==> src/rtl/io_input_conditioner.sv <==
// Two-flop synchroniser plus per-bit debounce for slide switches and active-low keys,
// with registered change/press pulses. Define IO_KEY_PRESS_LATCH_EN to add sticky key_pending flags.
module io_input_conditioner #(
    parameter int N_SW            = 10,
    parameter int N_KEY           = 4,
    parameter int DEBOUNCE_CYCLES = 500000,
    parameter int CNT_WIDTH       = 20
) (
    input  logic             clk,
    input  logic             reset,
    input  logic [N_SW-1:0]  sw_raw,
    input  logic [N_KEY-1:0] key_raw,
`ifdef IO_KEY_PRESS_LATCH_EN
    input  logic [N_KEY-1:0] key_clr,
    output logic [N_KEY-1:0] key_pending,
`endif
    output logic [N_SW-1:0]  sw_out,
    output logic [N_KEY-1:0] key_out,
    output logic             sw_changed,
    output logic [N_KEY-1:0] key_press
);

    localparam int N = N_SW + N_KEY;
    // Keys are active-low, so they idle (and reset) high; switches reset low.
    localparam logic [N-1:0]         RST_VAL = {{N_KEY{1'b1}}, {N_SW{1'b0}}};
    localparam logic [CNT_WIDTH-1:0] CNT_MAX = CNT_WIDTH'(DEBOUNCE_CYCLES - 1);

    logic [N-1:0]         raw;
    logic [N-1:0]         s1_q, s2_q;
    logic [N-1:0]         out_q, out_d;
    logic [N-1:0]         upd;
    logic [CNT_WIDTH-1:0] cnt_q [N];
    logic [CNT_WIDTH-1:0] cnt_d [N];
    logic                 sw_changed_q, sw_changed_d;
    logic [N_KEY-1:0]     key_press_q, key_press_d;

    assign raw = {key_raw, sw_raw};

    always_comb begin
        // NOTE: every always_comb output gets a default first so no path can infer a latch.
        out_d = out_q;
        upd   = '0;
        for (int b = 0; b < N; b++) begin
            cnt_d[b] = '0;
            if (s2_q[b] != out_q[b]) begin
                if (cnt_q[b] == CNT_MAX) begin
                    out_d[b] = s2_q[b];
                    upd[b]   = 1'b1;
                end else begin
                    cnt_d[b] = cnt_q[b] + CNT_WIDTH'(1);
                end
            end
        end
        sw_changed_d = |upd[N_SW-1:0];
        key_press_d  = upd[N-1:N_SW] & ~out_d[N-1:N_SW];
    end

    always_ff @(posedge clk or posedge reset) begin
        if (reset) begin
            s1_q         <= RST_VAL;
            s2_q         <= RST_VAL;
            out_q        <= RST_VAL;
            sw_changed_q <= 1'b0;
            key_press_q  <= '0;
            // NOTE: the counter array is small flop storage, not RAM, so it is reset like any other state.
            for (int b = 0; b < N; b++) cnt_q[b] <= '0;
        end else begin
            // NOTE: non-blocking assignments keep s1 -> s2 a true two-stage chain.
            s1_q         <= raw;
            s2_q         <= s1_q;
            out_q        <= out_d;
            sw_changed_q <= sw_changed_d;
            key_press_q  <= key_press_d;
            for (int b = 0; b < N; b++) cnt_q[b] <= cnt_d[b];
        end
    end

    assign sw_out     = out_q[N_SW-1:0];
    assign key_out    = out_q[N-1:N_SW];
    assign sw_changed = sw_changed_q;
    assign key_press  = key_press_q;

`ifdef IO_KEY_PRESS_LATCH_EN
    logic [N_KEY-1:0] key_pending_q;

    // Set wins over clear when a press lands on the same edge as key_clr.
    always_ff @(posedge clk or posedge reset) begin
        if (reset) key_pending_q <= '0;
        else       key_pending_q <= (key_pending_q & ~key_clr) | key_press_d;
    end

    assign key_pending = key_pending_q;
`endif

endmodule

==> config.mk <==
export PLATFORM = sky130hd
export DESIGN_NAME = io_input_conditioner
export DESIGN_NICKNAME = d
export VERILOG_FILES = /design/src/rtl/io_input_conditioner.sv
export SDC_FILE = /design/constraint.sdc
export NUM_CORES = 1
export LEC_CHECK = 0
export ABC_AREA = 1
export BUFFER_PORTS_ARGS = -buffer_cell sky130_fd_sc_hd__clkbuf_2
export CAP_MARGIN = 30
export CORE_MARGIN = 2
export CORE_UTILIZATION = 45
export DETAILED_ROUTE_END_ITERATION = 7
export GPL_TIMING_DRIVEN = 0
export PLACE_DENSITY = 0.61
export SLEW_MARGIN = 20
export SYNTH_ARGS = -nofsm -noshare
export SYNTH_HDL_FRONTEND = slang
export SYNTH_SLANG_ARGS = --single-unit
==> constraint.sdc <==
create_clock -name clk -period 20.4 [get_ports clk]
set_input_delay 1.02 -clock clk [delete_from_list [all_inputs] [get_ports clk]]
set_output_delay 1.02 -clock clk [all_outputs]
set_load 0.01 [all_outputs]
After elaboration in Yosys (flattened, before gate mapping)
Index checks and enable logic that the tools add are counted.
W data, S select, Z words.
{ "word_totals": {"in_bits": 16, "output_inout_bits": 19, "elab_cells": 148, "regBits": 327} }
{ "classes": {"bitwise": 2, "n_eq_ne": 28, "addsub": 14, "n_reduce_logical": 11, "n_mux": 64} }
{ "ops": {"columns": ["cell", "n"], "rows": [
  ["$mux W20", 28],
  ["$add A20 B1 Y20 const B", 14],
  ["$eq A20 B19 Y1 const B", 14],
  ["$mux W1", 36],
  ["$reduce_and A2 Y1", 10],
  ["$ne A1 B1 Y1", 14],
  ["$reduce_or A10 Y1", 1],
  ["$and A4 B4 Y4", 1],
  ["$not A4 Y4", 1]
]} }

Longest topological paths before layout
{ "depth": {"ltp_word": 5, "mapped_depth": 10} }

Worst setup path after synthesis
OpenSTA, ideal clock, no wires.
{ "synth_path": {"kind": "reg2out", "start": "reg out_q[10]", "end": "out key_out[0]", "required_time_ns": 19.380, "arrival_time_ns": 0.553, "setup_slack_ns": 18.827, "stages_incl_launch_ff": 1, "cell_sequence": "dfstp_2"} }
{ "synth_lines": {"columns": ["element", "line", "source"], "rows": [
  ["start: declaration", "30", "logic [N-1:0] out_q, out_d;"],
  ["start signal: assignment", "71", "out_q <= out_d;"],
  ["end: declaration", "18", "output logic [N_KEY-1:0] key_out,"]
]} }
No word-level cell between the ends.

Final worst setup path
{ "layout_path": {"start": "reg out_q[13]", "end": "out key_out[3]"} }
No word-level cell between the ends.

==> impl_metrics.prom <==
# TYPE chip_impl_metric gauge
chip_impl_info{name="clock_root_buffer",value="sky130_fd_sc_hd__clkbuf_16"} 1
chip_impl_info{name="critical-path-slowest-cell",value="sky130_fd_sc_hd__dfstp_2"} 1
chip_impl_metric{name="post_route_clock_skew",unit="ns"} 0.0149
chip_impl_info{name="synth_top_family_by_area",value="simple AND/OR/NAND/NOR gates"} 1
chip_impl_metric{name="setup-tns-final",unit="ns"} 0
chip_impl_metric{name="power.leakage",unit="nW"} 8.16
chip_impl_metric{name="die_w",unit="um"} 198
chip_impl_metric{name="pre_cts_ws",unit="ns"} 17.92
chip_impl_metric{name="crit_arrival",unit="ns"} 1.27
chip_impl_metric{name="cts_made_buffers",unit=""} 39
chip_impl_info{name="crit_path_end_kind",value="primary output"} 1
chip_impl_metric{name="path_clk_slew",unit="ns"} 0.06
chip_impl_metric{name="flow.area_growth_from_synthesis",unit="%"} 12.7
chip_impl_metric{name="pin_count",unit=""} 35
chip_impl_metric{name="final_max_slew_viol_count",unit=""} 0
chip_impl_metric{name="synth_adder_area_share",unit="%"} 1.04
chip_impl_metric{name="routabilityCongestion",unit=""} 0.857
chip_impl_metric{name="fillerInstances",unit=""} 3506
chip_impl_metric{name="drc_errors",unit=""} 0
chip_impl_metric{name="grt-ovfl-total",unit=""} 0
chip_impl_metric{name="cts-htree-levels",unit=""} 2
chip_impl_metric{name="final.hold.worst_slack",unit="ns"} 0.346
chip_impl_metric{name="final.min_clock_period",unit="ns"} 2.29
chip_impl_info{name="critPathKind",value="reg -> out"} 1
chip_impl_metric{name="synth_async_sr_flop_share",unit="%"} 100
chip_impl_metric{name="required",unit="ns"} 19.38
chip_impl_metric{name="max_fo_critical_path",unit=""} 3
chip_impl_metric{name="num_antenna_cells",unit=""} 0
chip_impl_info{name="hold_crit_path_type",value="reg -> reg"} 1
chip_impl_metric{name="placement_rows",unit=""} 70
chip_impl_metric{name="global_route_wire_length_before_repair",unit="um"} 59300
chip_impl_metric{name="design.final.nets",unit=""} 2168
chip_impl_metric{name="synth.cell_area",unit="mm^2"} 0.0169
chip_impl_metric{name="detail-route-antenna-nets",unit=""} 0
chip_impl_metric{name="synth.yosys.seq_area_share",unit="%"} 48.5
chip_impl_metric{name="post_synth_mux_area_share",unit="%"} 0.0666
chip_impl_metric{name="final.period_utilization",unit="%"} 11.2
chip_impl_metric{name="fraction_of_synthesized_cell_area_in_xor_and_xnor_cells",unit="%"} 6.78
chip_impl_metric{name="detailedPlacementHpwl",unit="um"} 23600
chip_impl_metric{name="count_of_flip_flops_with_a_built_in_enable_after_synthesis",unit=""} 0
chip_impl_info{name="outcome",value="completed"} 1
chip_impl_metric{name="number_of_register_bits_inferred_by_synthesis",unit=""} 327
chip_impl_metric{name="initial_core_util",unit="%"} 45.9
chip_impl_metric{name="ys_types",unit=""} 48
chip_impl_metric{name="post_synth_inst_count",unit=""} 2058
chip_impl_metric{name="detailroute.via_count",unit=""} 13200
chip_impl_metric{name="hold_buffers",unit=""} 0
chip_impl_metric{name="timing.slew.headroom",unit="%"} 61.6
chip_impl_metric{name="power.density",unit="mW/mm^2"} 74.0
chip_impl_metric{name="post_route_total_power",unit="W"} 0.00141
chip_impl_metric{name="route.detailed.wl_per_inst",unit="um"} 12.8
chip_impl_metric{name="clock_path_buffers",unit=""} 3
chip_impl_metric{name="maxClockFrequency",unit="MHz"} 437
chip_impl_metric{name="final_hold_viol_count",unit=""} 0
chip_impl_metric{name="synth-simple-area-share",unit="%"} 33.5
chip_impl_metric{name="synth_compound_gate_area_share",unit="%"} 4.18
chip_impl_metric{name="first_pass_iters",unit=""} 4
chip_impl_metric{name="fp.dieH",unit="um"} 198
chip_impl_metric{name="critical_path.max_stage_delay",unit="ns"} 0.59
chip_impl_metric{name="mappedNetlistNets",unit=""} 2088
chip_impl_metric{name="grt_pass1_vias",unit=""} 13200
chip_impl_info{name="timing.critical_path.cells",value="clkbuf_2"} 1
chip_impl_metric{name="fp.dieArea",unit="mm^2"} 0.0391
chip_impl_info{name="cpLargestDelayFamily",value="flip-flops"} 1
chip_impl_metric{name="holdPathStages",unit=""} 0
chip_impl_metric{name="viasPerCell",unit=""} 5.03
chip_impl_metric{name="crit_buf_inv",unit=""} 1
chip_impl_metric{name="final_core_util",unit="%"} 51.8
chip_impl_metric{name="timing_worst_slew_pin_value",unit="ns"} 0.577
chip_impl_metric{name="setup_viol",unit=""} 0
chip_impl_metric{name="ys_warn_count",unit=""} 0
chip_impl_metric{name="post-route-worst-setup-slack",unit="ns"} 18.11
chip_impl_info{name="tritoncts_clock_tree",value="built"} 1
chip_impl_metric{name="drive_gt1_share",unit="%"} 11.4
chip_impl_metric{name="power.ir.vdd_worst",unit="uV"} 67.7
chip_impl_metric{name="grt_use_total",unit="%"} 18.1
chip_impl_metric{name="cts_resized",unit=""} 0
chip_impl_metric{name="clock_sink_total",unit=""} 327
chip_impl_info{name="rsz0062_at_grt",value="false"} 1
chip_impl_metric{name="detail_route.iter0.violations",unit=""} 545
chip_impl_metric{name="maxCapViolations",unit=""} 0
chip_impl_metric{name="cp.depth",unit=""} 1
chip_impl_metric{name="placeable_core_region",unit="mm^2"} 0.0368
chip_impl_metric{name="number_of_cells_traversed_by_the_worst_register_to_register_path",unit=""} 8
chip_impl_metric{name="grt_start_max_net_pins",unit=""} 93
chip_impl_metric{name="detail_route.wirelength",unit="um"} 33600
chip_impl_metric{name="synthesis.area_per_instance",unit="um^2"} 8.21
chip_impl_metric{name="cts.repair_timing.setup_buffer_count",unit=""} 0
chip_impl_info{name="worst_setup_path_start_kind",value="flop"} 1
chip_impl_info{name="synth_flop_cell",value="sky130_fd_sc_hd__dfrtp_1"} 1
chip_impl_metric{name="clk-insertion-delay-late",unit="ns"} 0.54
chip_impl_metric{name="port_buffers",unit=""} 34
chip_impl_metric{name="antenna_found_initial",unit=""} 0
==> sequential cells by signal, summed over array words and instances (netlist names) <==
signal / flops
out_q: 14
s1_q: 14
sw_changed: 1
key_press: 4
s2_q: 14
cnt_q: 280
==> worst paths after layout <==
check,startpoint,slack (ns),end
max,out_q[13],18.11,key_out[3]
min,s1_q[5],0.35,s2_q[5]
max reg2reg,cnt_q[60],18.71,cnt_q[65]
min reg2reg,s1_q[5],0.35,s2_q[5]
max in group asynchronous,reset,18.57,out_q[13]
min in group asynchronous,reset,0.56,key_press[2]
==> final cells by class <==
class | instances | area (um^2) | share of cell area (%)
Tap cell | 468 | 586 | 3.07
Buffer | 6 | 28.8 | 0.151
Clock buffer | 57 | 1120 | 5.90
Sequential cell | 327 | 8200 | 43.0
Multi-Input combinational cell | 1467 | 7710 | 40.5
Timing Repair Buffer | 39 | 263 | 1.38
Clock inverter | 10 | 168 | 0.880
Inverter | 258 | 976 | 5.12
==> layout by cell type, fill, tap and decap left out, drive strengths merged, types with 15 or more instances in the layout <==
cell type  count
nand3        141
dfrtp        315
nand4         55
nand3b        15
clkbuf        94
a21oi         74
xor2          95
nand2        357
nor3         126
nor2         460
o21ai         31
inv          262
xnor2         35
nor3b         23
==> synth_stat cells, drive strengths merged (2+ instances only) <==
library cell | count | area, um^2
o21a | 4 | 30.0
buf | 3 | 17.5
nand2 | 357 | 1420
a31oi | 6 | 37.5
dfrtp | 315 | 7880
and3 | 7 | 43.8
a21oi | 74 | 374
o21bai | 2 | 18.8
xnor2 | 35 | 314
nand4 | 55 | 344
o21ai | 31 | 155
nor3b | 23 | 198
nand3 | 141 | 791
nor3 | 126 | 781
ha | 14 | 175
dfstp | 12 | 315
a211oi | 5 | 37.5
inv | 258 | 968
nor4 | 3 | 18.8
a21o | 3 | 22.5
or2 | 3 | 18.8
nor2 | 460 | 1910
clkbuf | 3 | 11.3
nand3b | 15 | 125
and2 | 2 | 12.5
xor2 | 95 | 832
a21boi | 2 | 15.0
==> per-stage QoR <==
stage / std cells / area, um^2
3_3_place_gp: 2560 / 17700
5_1_grt: 2632 / 19000
6_report: 2632 / 19000
2_1_floorplan: 2058 / 16900
3_5_place_dp: 2563 / 17700
4_1_cts: 2630 / 19000
==> per-layer routing <==
metal | global-route usage, % | wire, um | vias up
met5 | 0 | 0 | -
met4 | 5.74 | 637 | 0
met3 | 2.83 | 1160 | 46
met2 | 29.9 | 15400 | 174
met1 | 24.4 | 16400 | 6259
li1 | - | - | 6767
==> logic make-up (layout without fill, tap and decap cells) <==
family                   after synthesis  count (layout)
AND/OR/NAND/NOR                     1193            1193
multiplexers                           1               1
flip-flops                           327             327
buffers and inverters                264             370
AO/OA/AOI/OAI                        129             129
XOR/XNOR                             130             130
adder cells (fa/ha/maj)               14              14
==> where the power goes <==
part | leakage, nW | internal (W) | switching [W]
Clock | 0.634 | 0.000433 | 0.000269
Combinational | 3.08 | 0.0000117 | 0.0000309
Sequential | 4.45 | 0.000659 | 0.00000633
Note: power is estimated with default switching activity, not from simulation.
